--- src/rtl/keystream_xor.sv ---
// rtl/keystream_xor.sv - folds PRNG triplets into key bytes and XORs them onto a pixel stream
module keystream_xor #(
    parameter int KEY_DEPTH = 16,
    parameter int PRECISION = 32
) (
    input  logic                 clk,
    input  logic                 reset,
    input  logic                 start,
    output logic                 prng_tvalid,
    input  logic                 prng_valid,
    input  logic [PRECISION-1:0] prng_x1,
    input  logic [PRECISION-1:0] prng_x2,
    input  logic [PRECISION-1:0] prng_x3,
    input  logic                 s_tvalid,
    input  logic [7:0]           s_tdata,
    input  logic                 s_tlast,
    output logic                 s_tready,
    output logic                 m_tvalid,
    output logic [7:0]           m_tdata,
    output logic                 m_tlast,
    input  logic                 m_tready,
    output logic                 overflow,
    output logic                 done
);

    localparam int PTR_W = $clog2(KEY_DEPTH);
    localparam int CNT_W = PTR_W + 1;
    localparam logic [CNT_W-1:0] DEPTH_C = CNT_W'(KEY_DEPTH);

    typedef enum logic [1:0] {IDLE, SEED, RUN} state_t;

    state_t             state_q, state_d;
    logic [PTR_W-1:0]   wr_ptr_q, wr_ptr_d, rd_ptr_q, rd_ptr_d;
    logic [CNT_W-1:0]   count_q, count_d;
    logic               m_tvalid_q, m_tvalid_d;
    logic [7:0]         m_tdata_q, m_tdata_d;
    logic               m_tlast_q, m_tlast_d;
    logic               overflow_q, overflow_d;
    logic [7:0]         mem_q [KEY_DEPTH];
    logic [7:0]         mem_d [KEY_DEPTH];

    logic               s_ready_c, accept, done_c, capture, fits, push;
    logic [PTR_W-1:0]   wp1, wp2;

    // Only the low half-word of each float feeds the key fold.
    logic unused_hi_bits;
    assign unused_hi_bits = ^{prng_x1[PRECISION-1:16], prng_x2[PRECISION-1:16], prng_x3[PRECISION-1:16]};

    function automatic logic [7:0] fold(input logic [15:0] w);
        return w[7:0] ^ w[15:8];
    endfunction

    always_comb begin
        s_ready_c = (state_q == RUN) && (count_q != '0) && (!m_tvalid_q || m_tready);
        accept    = s_ready_c && s_tvalid;
        done_c    = m_tvalid_q && m_tready && m_tlast_q;
        capture   = (state_q != IDLE) && prng_valid;
        // Free space is judged before this cycle's pop so a full triplet never splits.
        fits      = (DEPTH_C - count_q) >= CNT_W'(3);
        push      = capture && fits;
        wp1       = wr_ptr_q + PTR_W'(1);
        wp2       = wr_ptr_q + PTR_W'(2);

        state_d    = state_q;
        wr_ptr_d   = wr_ptr_q;
        rd_ptr_d   = rd_ptr_q;
        count_d    = count_q;
        m_tvalid_d = m_tvalid_q;
        m_tdata_d  = m_tdata_q;
        m_tlast_d  = m_tlast_q;
        overflow_d = overflow_q;
        mem_d      = mem_q;

        case (state_q)
            IDLE:    if (start) state_d = SEED;
            SEED:    state_d = RUN;
            RUN:     if (done_c) state_d = IDLE;
            default: state_d = IDLE;
        endcase

        if (push) begin
            mem_d[wr_ptr_q] = fold(prng_x1[15:0]);
            mem_d[wp1]      = fold(prng_x2[15:0]);
            mem_d[wp2]      = fold(prng_x3[15:0]);
            wr_ptr_d        = wr_ptr_q + PTR_W'(3);
        end else if (capture) begin
            overflow_d = 1'b1;
        end

        if (accept) begin
            rd_ptr_d = rd_ptr_q + PTR_W'(1);
        end
        count_d = count_q + (push ? CNT_W'(3) : '0) - (accept ? CNT_W'(1) : '0);

        if (accept) begin
            m_tdata_d  = s_tdata ^ mem_q[rd_ptr_q];
            m_tlast_d  = s_tlast;
            m_tvalid_d = 1'b1;
        end else if (m_tready) begin
            m_tvalid_d = 1'b0;
        end

        if (state_q == IDLE && start) begin
            wr_ptr_d   = '0;
            rd_ptr_d   = '0;
            count_d    = '0;
            m_tvalid_d = 1'b0;
            m_tdata_d  = '0;
            m_tlast_d  = 1'b0;
            overflow_d = 1'b0;
        end
    end

    always_ff @(posedge clk) begin
        if (reset) begin
            state_q    <= IDLE;
            wr_ptr_q   <= '0;
            rd_ptr_q   <= '0;
            count_q    <= '0;
            m_tvalid_q <= 1'b0;
            m_tdata_q  <= '0;
            m_tlast_q  <= 1'b0;
            overflow_q <= 1'b0;
        end else begin
            state_q    <= state_d;
            wr_ptr_q   <= wr_ptr_d;
            rd_ptr_q   <= rd_ptr_d;
            count_q    <= count_d;
            m_tvalid_q <= m_tvalid_d;
            m_tdata_q  <= m_tdata_d;
            m_tlast_q  <= m_tlast_d;
            overflow_q <= overflow_d;
        end
    end

    always_ff @(posedge clk) begin
        mem_q <= mem_d;
    end

    assign prng_tvalid = (state_q == SEED) && !reset;
    assign s_tready    = s_ready_c;
    assign m_tvalid    = m_tvalid_q;
    assign m_tdata     = m_tdata_q;
    assign m_tlast     = m_tlast_q;
    assign overflow    = overflow_q;
    assign done        = done_c;

endmodule

--- config.mk ---
export PLATFORM = sky130hd
export DESIGN_NAME = keystream_xor
export DESIGN_NICKNAME = d
export VERILOG_FILES = /design/src/rtl/keystream_xor.sv
export SDC_FILE = /design/constraint.sdc
export NUM_CORES = 1
export LEC_CHECK = 0
export ABC_AREA = 0
export BUFFER_PORTS_ARGS = -buffer_cell sky130_fd_sc_hd__buf_2
export CAP_MARGIN = 20
export CORE_AREA = 4 4 137 139
export CTS_BUF_LIST = sky130_fd_sc_hd__clkbuf_8 sky130_fd_sc_hd__clkbuf_16
export DETAILED_ROUTE_END_ITERATION = 8
export DIE_AREA = 0 0 141 143
export PLACE_DENSITY = 0.86
export SYNTH_ARGS = -nofsm -noshare
export SYNTH_HDL_FRONTEND = slang
export SYNTH_SLANG_ARGS = --single-unit
--- constraint.sdc ---
create_clock -name clk -period 4.2 [get_ports clk]
set_input_delay 0 -clock clk [delete_from_list [all_inputs] [get_ports clk]]
set_output_delay 0 -clock clk [all_outputs]
set_load 0.03 [all_outputs]
* Yosys cells after proc, flatten, opt, wreduce, memory -nomap -nowiden *
Index checks and enable logic that the tools add are counted.

storage, ports and cells
  logic and storage cells = 93
  memories kept = 0
  ROM bits = 0
  output and inout port bits = 14
  input port bits = 111
  flip-flop bits (word level) = 154
  latch bits = 0
  bits in writable memories = 0

operators by class
  shift-type cells = 0
  equal/unequal tests = 4
  multiplexer cells = 19
  div/mod/pow operators = 0
  reductions and logical operators = 22
  $add $sub $neg = 7
  bitwise gates (word level) = 9
  $lt $le $gt $ge = 8
  multiply operators = 0

operator list
  operator                                                           number
  bitwise mux 128 bit                                                3
  demux 8 bit (select 4 bit)                                         3
  two-way mux 8 bit                                                  5
  binary-select mux 8 bit (select 4 bit)                             1
  XOR 8 bit                                                          4
  greater-or-equal comparator 5 bit, second input constant           4
  inverter 4 -> 5 bit                                                4
  < comparator 5 x 1 -> 1 bit, second input constant                 3
  logical AND 1 bit                                                  12
  adder 4 x 1 -> 4 bit, second input constant                        2
  adder 4 x 2 -> 4 bit, second input constant                        2
  two-way mux 2 bit                                                  3
  one-hot mux 2 bit (3 select lines)                                 1
  adder 5 x 2 -> 5 bit                                               1
  greater-or-equal comparator 5 x 2 -> 1 bit, second input constant  1
  nonzero test 5 bit                                                 1
  subtractor 5 x 1 -> 5 bit                                          1
  subtractor 5 bit, first input constant                             1
  inequality test 2 bit, second input constant                       2
  AND reduction 2 bit                                                2
  nonzero test 2 bit                                                 2
  two-way mux 1 bit                                                  3
  == test 2 x 1 -> 1 bit, second input constant                      1
  == test 2 bit, second input constant                               1
  5 further kinds                                                    6

* Longest topological paths before layout *
Gate-level depths: netlist of the first run.

  depth in word-level cells = 8
  mapped depth = 16
  depth with buffers taken out = 15

* Worst setup path after synthesis of the first run *
OpenSTA, ideal clock, no wires.

  path type = flip-flop to flip-flop
  from = reg count_q[0]
  to = reg count_q[4]
  arrival time = 3218 ps
  data required time = 4130 ps
  stages on the path, launching flop included = 17
  setup time = 70 ps
  slack = 913 ps
  path through = dfxtp_1 -> inv_1 -> ha_1 -> and2_1 -> ha_1 -> nor2b_1 -> o2111ai_1 -> nand2_1 -> buf_2 -> ha_1 -> inv_1 -> ha_1 -> fa_1 -> a21oi_1 -> nor2_1 -> or3_1 -> a21oi_1

on the way
  longest elaborated chain between the ends = 6
  elaborated cells between the ends (all ways) = 11
  those cells by class = add/sub: 3; order compare: 1; mux: 2; reduce/logical: 5

ends and longest elaborated chain
  element                                                                                 RTL line  source
  from (decl)                                                                             34        logic [CNT_W-1:0] count_q, count_d;
  from (signal assigned)                                                                  128       count_q <= count_d;
  subtractor 5 bit / nonzero test 5 bit (equally long branches)                           59, 54
  greater-or-equal comparator 5 x 2 -> 1 bit / logical AND 1 bit (equally long branches)  59, 54
  logical AND 1 bit (on tied branches)                                                    60, 54
  two-way mux 2 bit / logical AND 1 bit (equally long branches)                           93, 55
  adder 5 x 2 -> 5 bit / two-way mux 1 bit (equally long branches)                        93        count_d = count_q + (push ? CNT_W'(3) : '0) - (accept ? CNT_W'(1) : '0);
  subtractor 5 x 1 -> 5 bit (*)                                                           93

Every way passes the cells marked *; elsewhere a longest branch is shown, timed or not.
A chain may end at the register's enable or synchronous reset.

* Worst setup path in the final report of the first run *
Same ends and word-level chain as after synthesis.

==> results of run 1 <==
cells by family after synthesis:
kind of cell / Yosys count / share of synthesized area [%]
adder cells (fa/ha/maj): 21 / 2.63
flip-flops: 154 / 42.5
multiplexers: 256 / 29.2
AND/OR/NAND/NOR: 200 / 9.23
buffers and inverters: 86 / 3.93
AO/OA/AOI/OAI: 126 / 8.78
XOR/XNOR: 41 / 3.65
layout by cell type (no fill, tap or decap), types with 3 or more instances in the layout:
| master | count |
|---|---|
| nand3_1 | 14 |
| clkinv_2 | 4 |
| inv_1 | 15 |
| a21oi_1 | 22 |
| xnor2_1 | 28 |
| mux4_2 | 22 |
| nor2_1 | 108 |
| and2_1 | 6 |
| a22oi_2 | 4 |
| o22a_1 | 16 |
| inv_4 | 3 |
| nand4_1 | 7 |
| nand2_2 | 4 |
| or3_1 | 3 |
| nor2b_1 | 14 |
| nand3b_1 | 8 |
| nand2b_1 | 3 |
| nand2_1 | 19 |
| a2bb2oi_1 | 8 |
| mux2i_1 | 224 |
| clkbuf_8 | 4 |
| ha_1 | 20 |
| dfxtp_1 | 25 |
| a21o_1 | 9 |
| edfxtp_1 | 128 |
| buf_2 | 76 |
| a22oi_1 | 12 |
| buf_4 | 53 |
| mux4_1 | 10 |
| a31oi_1 | 23 |
| clkbuf_16 | 20 |
| xor2_1 | 11 |
| o211ai_1 | 6 |
| o21ai_0 | 14 |
| dlygate4sd3_1 | 13 |
power groups by stage:
stage / registers [mW] / logic [mW] / clock network (mW)
5_1_grt: 1.77 / 0.974 / 1.62
3_3_place_gp: 1.79 / 0.825 / 0
2_1_floorplan: 1.79 / 0.589 / 0
6_report: 1.76 / 0.890 / 1.54
3_5_place_dp: 1.80 / 0.859 / 0
4_1_cts: 1.76 / 0.877 / 1.54
final cells by class:
cell class                      count  area share, %
Tap cell                          229           2.45
Inverter                           15          0.481
Sequential cell                   154           37.3
Clock buffer                       24           4.74
Timing Repair Buffer              142           7.76
Multi-Input combinational cell    644           46.9
Clock inverter                      8          0.406
final timing paths:
check               end  slack, ps
min reg2reg     m_tlast        480
max          count_q[4]        690
min            m_tvalid         50
max reg2reg  count_q[4]        690
through the flow:
step | hold slack, ps | utilization (%) | cells | instance area [µm²] | setup slack, ps
finish | 49.9 | 66.3 | 1216 | 11700 | 691
global route | 77.6 | 66.3 | 1216 | 11700 | 416
CTS | 42.9 | 66.3 | 1215 | 11700 | 708
detailed placement | 219 | 62.1 | 1170 | 11000 | 733
global placement | 219 | 62.1 | 1170 | 11000 | 855
floorplan | 71.6 | - | 884 | 10300 | 913
sequential cells by signal, indices dropped and copies added, names as in the netlist:
name	count
m_tdata	8
m_tlast	1
rd_ptr_q	4
mem_q	128
m_tvalid	1
count_q	5
state_q	2
overflow	1
wr_ptr_q	4
layer usage:
metal  share of wire (%)  wire (µm)  global-route usage [%]
met5               0.084         23                       0
met4                 4.0       1110                    12.2
met3                  11       2960                    5.63
met2                  47      12900                    45.3
met1                  38      10500                    36.3
worst reg2reg max path: stages (launching register included):
cell	delay (ps)
dfxtp_1	430
inv_1	80
ha_1	220
and2_1	150
ha_1	260
nor2b_1	190
o2111ai_1	230
nand2_1	130
buf_4	250
ha_1	160
inv_1	40
ha_1	200
fa_1	410
a21oi_1	150
nor2_1	70
or3_1	340
a21oi_1	140
==> qor.yml, run 1 <==
status: "completed"
postSynthNetCount: 1016
final_nets: 1106
numCtsBuffers: 17
max_slew_margin_pct: 41.1
worst-path-buf-inv: 3
yosysWarnings: 0
routabilityCongestion: 0.881
synth_area_leaders: "edfxtp_1 37%, mux2i_1 22%, dfxtp_1 5.1%"
cp_max_fo: 18
max_freq_mhz: 285
nFillCells: 1309
synth_ff_type: "edfxtp_1"
seqPwrFrac_pct: 42.1
worstSkewPairLatency_ps: 440
port-buffer-count: 76
rr_worst_depth: 16
path_class: "register to register"
path_cells: "inv_1, ha_1, and2_1, ha_1, nor2b_1, o2111ai_1, nand2_1, buf_4, ha_1, inv_1, ha_1, fa_1, a21oi_1, nor2_1, or3_1, a21oi_1"
worstPathArrival_ps: 3880
dieWidth_um: 141
cts_hold_buffers: 13
finalSetupViolCount: 0
drtPass1Iterations: 6
ant_nets: 0
p_sw_share_pct: 28.5
path_common_cell: "ha_1"
multi_input_comb_area_um2: 5490
via_count: 7869
die_h_um: 143
setup-tns-final_ps: 0
finalCritPeriodShare_pct: 83.5
start_kind: "register"
route.detailed.wl_per_inst_um: 22.6
worst_setup_path_end_kind: "register"
grt_pass1_wl_mm: 42.7
hold_path_startpoint: "s_tvalid"
comb_power_share_pct: 21.2
slew_violations: 0
grt_overflow: 0
p_leak_nw: 5.58
min_period_ps: 3510
root_buffer: "clkbuf_16"
path_delay_family: "adder cells"
rsz0062_at_grt: "no"
ir_drop_mv: 0.334
hold_depth: 3
grt_pass1_vias: 7673
final_hold_viol_count: 0
clock_power_share_pct: 36.7
drive_gt1_share_pct: 20.3
net-switching-power_mw: 1.19
post-dp-hpwl_mm: 18.6
drc: 0
synth-async-reset-ratio_pct: 0
synth_edf_count: 128
fin_skew_ps: 11.4
die_area_um2: 20200
grt_antenna_before_repair: 2
p_total_mw: 4.19
cts_setup_buffers: 0
cts.sinks: 154
rows: 49
io_pins: 125
syn_area_um2: 10300
viasPerCell: 6.47
synth.cells.most_frequent: "224 x mux2i_1, 128 x edfxtp_1, 108 x nor2_1, 39 x clkbuf_1, 28 x xnor2_1"
tightest_slew_ps: 880
startpoint: "count_q[0]"
ys_types: 57
initial_utilization_pct: 58.1
clk_pin_slew_ps: 60
hp-class: "input pin to register"
drtIter0Drc: 973
grt_usage_pct: 27.8
cell_internal_pwr_mw: 3.00
grt_max_degree: 36
ys_ff_latch: 154
cp.depth: 16
synth.avg_cell_area_um2: 11.6
cts.path.max_buffers: 2
routed_wl_mm: 27.5
yosysSeqAreaShare_pct: 42.5
critical-path-slowest-cell: "dfxtp_1"
synth_cells: 884
p_per_area_nw_per_um2: 358
regArea_um2: 4370
maxCapViolCount: 0
yosysMostFrequentCell: "mux2i_1"
slowest_delay_ps: 430
synth_top_area_share_pct: 37.5
cts_tree: "built"
cts_resized: 0
required_ps: 4570
r2r-start: "count_q[0]"
core-area_um2: 17700
synthToLayoutAreaGrowth_pct: 14.2
diodes: 0
htreeDepth: 4
yosys.area.top_type: "edfxtp_1"
Note: power is estimated with default switching activity, not from simulation.
==> inputs of run 2 (changes only) <==
--- a/config.mk
+++ b/config.mk
@@ -8,11 +8,11 @@
 export ABC_AREA = 0
 export BUFFER_PORTS_ARGS = -buffer_cell sky130_fd_sc_hd__buf_2
 export CAP_MARGIN = 20
-export CORE_AREA = 4 4 137 139
+export CORE_AREA = 4 4 143 145
 export CTS_BUF_LIST = sky130_fd_sc_hd__clkbuf_8 sky130_fd_sc_hd__clkbuf_16
 export DETAILED_ROUTE_END_ITERATION = 8
-export DIE_AREA = 0 0 141 143
-export PLACE_DENSITY = 0.86
+export DIE_AREA = 0 0 147 149
+export PLACE_DENSITY = 0.83
 export SYNTH_ARGS = -nofsm -noshare
 export SYNTH_HDL_FRONTEND = slang
 export SYNTH_SLANG_ARGS = --single-unit
==> constraint.sdc (replaced) <==
create_clock -name clk -period 3.2 [get_ports clk]
set_input_delay 0 -clock clk [delete_from_list [all_inputs] [get_ports clk]]
set_output_delay 0 -clock clk [all_outputs]
set_load 0.03 [all_outputs]
==> run 2 against run 1 <==
Fmax increased by 17%. Clock power increased by 36%. Flip-flop and latch count unchanged. Global-route usage decreased by 2.0 points. Routed wire length increased by 3.2%. Critical path depth decreased by 1. Register-to-register slack got worse by 480 ps. Critical path type unchanged. Highest routed layer is now met4.
==> qor.yml, run 2 (synthesis gave the netlist of run 1 again) <==
grt_overflow: 0
holdWs_ps: 56.2
cts.sinks: 154
r2r-start: "count_q[3]"
clk_pin_slew_ps: 60
grt_antenna_before_repair: 0
hp-class: "input pin to register"
drtPass1Iterations: 5
placedInstanceArea_um2: 11200
final_nets: 1121
rr_endpoint: "count_q[4]"
setup-tns-final_ps: 0
place_ws_ps: 141
slew_violations: 0
route.detailed.wl_per_inst_um: 22.4
path_class: "register to register"
path_cells: "inv_1, ha_1, and2_1, ha_1, nor2b_1, o2111ai_2, nand2_2, ha_1, inv_1, ha_1, fa_2, a21oi_2, nor2_1, or3_1, a21oi_1"
maxCapViolCount: 0
ir_drop_mv: 0.317
status: "completed"
grtUsageMet2_pct: 41.0
fin_skew_ps: 8.11
worstSkewPairLatency_ps: 430
htreeDepth: 4
cp_max_fo: 4
final_common_cell: "mux2i_1"
rsz0062_at_grt: "no"
routabilityCongestion: 0.924
diodes: 0
mostFrequentLayoutCells: "224 x mux2i_1, 128 x edfxtp_1, 108 x nor2_1"
busiest_layer: "met2"
viasPerCell: 6.27
port-buffer-count: 76
drtIter0Drc: 1169
hold_path_startpoint: "s_tvalid"
drive_gt1_share_pct: 21.8
rrSetupSlack_ps: 210
worst_setup_path_end_kind: "register"
io_pins: 125
largest_reg_flops: 128
finalSetupViolCount: 0
drc: 0
die_h_um: 149
met3_usage_pct: 5.20
slowest_delay_ps: 370
grt_pass1_wl_mm: 43.8
cts.path.max_buffers: 2
final_area_um2: 11900
tightest_slew_ps: 1060
synthToLayoutAreaGrowth_pct: 16.0
numCtsBuffers: 17
cts_setup_buffers: 0
min_period_ps: 2990
nFillCells: 1403
grt_max_degree: 36
routed_wl_mm: 28.4
start_kind: "register"
gr-usage-met1_pct: 36.2
worst-path-buf-inv: 2
hold_path_end: "m_tvalid"
max_freq_mhz: 335
grt_usage_pct: 25.8
rr_worst_depth: 15
ant_nets: 0
path_delay_family: "adder cells"
dieWidth_um: 147
critical-path-slowest-cell: "fa_2"
initial_utilization_pct: 53.4
rows: 51
cts_tree: "built"
p_total_mw: 5.69
top_register: "mem_q"
p_leak_nw: 5.65
grt_pass1_vias: 7745
path_common_cell: "ha_1"
final_hold_viol_count: 0
hold_depth: 4
required_ps: 3560
finalCritPeriodShare_pct: 93.4
die_area_um2: 21900
root_buffer: "clkbuf_16"
worst_slack_ps: 212
core-area_um2: 19200
via_count: 7938
worstPathArrival_ps: 3350
post-dp-hpwl_mm: 19.3
max_slew_margin_pct: 28.8
p_per_area_nw_per_um2: 478
-- run 2: repair_timing --
| action | in CTS | in global routing |
|---|---|---|
| endpoints found under the hold margin | 12 | 0 |
| hold buffers | 12 | 0 |
| setup endpoints to repair | 0 | 1 |
| gates resized for setup | 0 | 4 |
-- run 2: how the worst max path moves through the flow --
stage	depth (start not counted)	slack (ps)	endpoint	start
floorplan	16	20	count_q[4]	count_q[0]
global placement	15	190	count_q[4]	count_q[3]
detailed placement	15	140	count_q[4]	count_q[3]
CTS	15	80	count_q[4]	count_q[3]
global route	15	40	count_q[4]	count_q[1]
finish	15	210	count_q[4]	count_q[3]
-- run 2: stage by stage --
| stage | instances | utilization [%] |
|---|---|---|
| floorplan | 884 | - |
| global placement | 1223 | 58.1 |
| detailed placement | 1223 | 58.1 |
| CTS | 1266 | 61.9 |
| global route | 1266 | 62.0 |
| finish | 1266 | 62.0 |
-- run 2: metal layers --
metal	part of all wire [%]	vias up	wire [µm]
li1	-	3543	-
met1	41	3804	11700
met2	45	530	12800
met3	11	61	3030
met4	3.1	0	868
met5	0	-	0
-- run 2: tightest hold or removal path: stages --
cell	delay [ps]
buf_2	110
nand4_1	100
buf_4	150
a21oi_1	70
-- run 2: layout make-up --
class	instances	area (µm²)	area share (%)
sequential	154	4370	36.7
timing repair buffer	157	1030	8.66
clock buffer	17	425	3.57
inverter	15	56.3	0.473
clock inverter	14	181	1.52
multi-input combinational	644	5510	46.3
tap	265	332	2.79
-- run 2: power by group --
group	total, mW	switching, mW	leakage, nW	internal [mW]
combinational	1.29	0.778	3.96	0.510
sequential	2.30	0.0391	1.40	2.27
clock	2.10	0.806	0.295	1.29
==> inputs of run 3 (changes only) <==
--- a/config.mk
+++ b/config.mk
@@ -8,11 +8,13 @@
 export ABC_AREA = 0
 export BUFFER_PORTS_ARGS = -buffer_cell sky130_fd_sc_hd__buf_2
 export CAP_MARGIN = 20
-export CORE_AREA = 4 4 143 145
+export CELL_PAD_IN_SITES_DETAIL_PLACEMENT = 0
+export CELL_PAD_IN_SITES_GLOBAL_PLACEMENT = 1
+export CORE_AREA = 4 4 160 162
 export CTS_BUF_LIST = sky130_fd_sc_hd__clkbuf_8 sky130_fd_sc_hd__clkbuf_16
 export DETAILED_ROUTE_END_ITERATION = 8
-export DIE_AREA = 0 0 147 149
-export PLACE_DENSITY = 0.83
+export DIE_AREA = 0 0 164 166
+export PLACE_DENSITY = 0.82
 export SYNTH_ARGS = -nofsm -noshare
 export SYNTH_HDL_FRONTEND = slang
 export SYNTH_SLANG_ARGS = --single-unit
==> run 3 against run 2 <==
Global-route usage decreased by 4.8 points. Core utilization decreased by 13 points. Critical path type unchanged. Die area is 24% higher. Setup slack got worse by 13 ps.
==> qor.yml, run 3 (synthesis gave the netlist of run 1 again) <==
status: "completed"
start_kind: "register"
rows: 57
critical-path-slowest-cell: "fa_2"
core-area_um2: 24100
final_area_um2: 11900
final_hold_viol_count: 0
hp-class: "input pin to register"
mostFrequentLayoutCells: "224 x mux2i_1, 128 x edfxtp_1, 108 x nor2_1"
ir_drop_mv: 0.279
root_buffer: "clkbuf_16"
p_per_area_nw_per_um2: 457
finalSetupViolCount: 0
top_register: "mem_q"
port-buffer-count: 76
place_ws_ps: 130
grt_overflow: 0
worstPathArrival_ps: 3370
drtIter0Drc: 837
p_total_mw: 5.43
die_area_um2: 27200
path_common_cell: "ha_1"
rsz0062_at_grt: "no"
nFillCells: 2189
maxCapViolCount: 0
path_class: "register to register"
worstSkewPairLatency_ps: 430
gr-usage-met1_pct: 31.0
route.detailed.wl_per_inst_um: 21.6
synthToLayoutAreaGrowth_pct: 16.0
max_freq_mhz: 333
cp_max_fo: 3
max_slew_margin_pct: 30.5
grt_pass1_wl_mm: 43.9
cts_setup_buffers: 0
setup-tns-final_ps: 0
slew_violations: 0
diodes: 0
largest_reg_flops: 128
fin_cells: 1324
cts.path.max_buffers: 2
worst_setup_path_end_kind: "register"
cts_tree: "built"
htreeDepth: 4
fin_skew_ps: 10.4
grt_max_degree: 36
routabilityCongestion: 0.862
initial_utilization_pct: 42.6
drive_gt1_share_pct: 21.7
viasPerCell: 5.75
grt_antenna_before_repair: 0
placedInstanceArea_um2: 11200
via_count: 7615
post-route-util_pct: 49.4
io_pins: 125
die_h_um: 166
path_delay_family: "adder cells"
p_leak_nw: 5.61
post-dp-hpwl_mm: 19.5
cts.sinks: 154
clk_pin_slew_ps: 70
routed_wl_mm: 28.6
dp_cells: 1279
ant_nets: 0
slowest_delay_ps: 370
worst_slack_ps: 200
finalCritPeriodShare_pct: 93.8
numCtsBuffers: 17
grtUsageMet2_pct: 31.6
worst-path-buf-inv: 2
final_nets: 1119
drtPass1Iterations: 6
tightest_slew_ps: 1040
final_common_cell: "mux2i_1"
met3_usage_pct: 3.40
grt_pass1_vias: 7410
holdWs_ps: 20.9
path_cells: "inv_1, ha_1, and2_1, ha_1, nor2b_1, o2111ai_2, nand2_2, ha_1, inv_1, ha_1, fa_2, a21oi_2, nor2_1, or3_1, a21oi_1"
busiest_layer: "met2"
min_period_ps: 3000
dieWidth_um: 164
required_ps: 3570
grt_usage_pct: 21.0
drc: 0
==> run 3: cell count changes in the layout (fill, tap and decap cells not counted), sizes merged <==
cell,before,now
bufinv,4,0
clkinv,4,7
buf,145,143
inv,18,20
clkbuf,17,18
clkinvlp,3,2
==> run 3: final timing paths <==
path	endpoint	from	slack (ps)	cells after the start
worst min register to register	m_tlast	m_tlast	470	2
worst max-delay path	count_q[4]	count_q[1]	200	15
worst max register to register	count_q[4]	count_q[1]	200	15
worst min-delay path	m_tvalid	s_tvalid	20	4
==> run 3: layout make-up <==
class / count / area [µm²] / area share [%]
Clock inverter: 14 / 97.6 / 0.820
Inverter: 15 / 56.3 / 0.473
Timing Repair Buffer: 155 / 1020 / 8.54
Multi-Input combinational cell: 644 / 5520 / 46.4
Clock buffer: 18 / 439 / 3.69
Sequential cell: 154 / 4370 / 36.7
Tap cell: 324 / 405 / 3.41
==> run 3: worst reg2reg max path: stages, from the launching register on <==
cell and delay, ps:
dfxtp_1 350, inv_1 80, ha_1 200, and2_1 140, ha_1 260, nor2b_1 150, o2111ai_2 100, nand2_2 110
ha_1 280, inv_1 40, ha_1 190, fa_2 370, a21oi_2 140, nor2_1 60, or3_1 340, a21oi_1 130
==> run 3: what timing repair did <==
action / CTS / global route
hold endpoints to repair: 12 / 0
endpoints found under the setup margin: 0 / 1
gates resized for setup: 0 / 3
hold buffers: 12 / 0
==> run 3: power by group <==
group          switching, mW  total [mW]  internal, mW
registers             0.0384        2.30          2.26
clock network          0.848        1.86          1.01
logic                  0.766        1.27         0.505
==> run 3: routing by layer <==
metal / wire [µm] / vias up
met5: 0 / -
met4: 698 / 0
met3: 2460 / 44
met2: 12600 / 369
met1: 12800 / 3659
li1: - / 3543
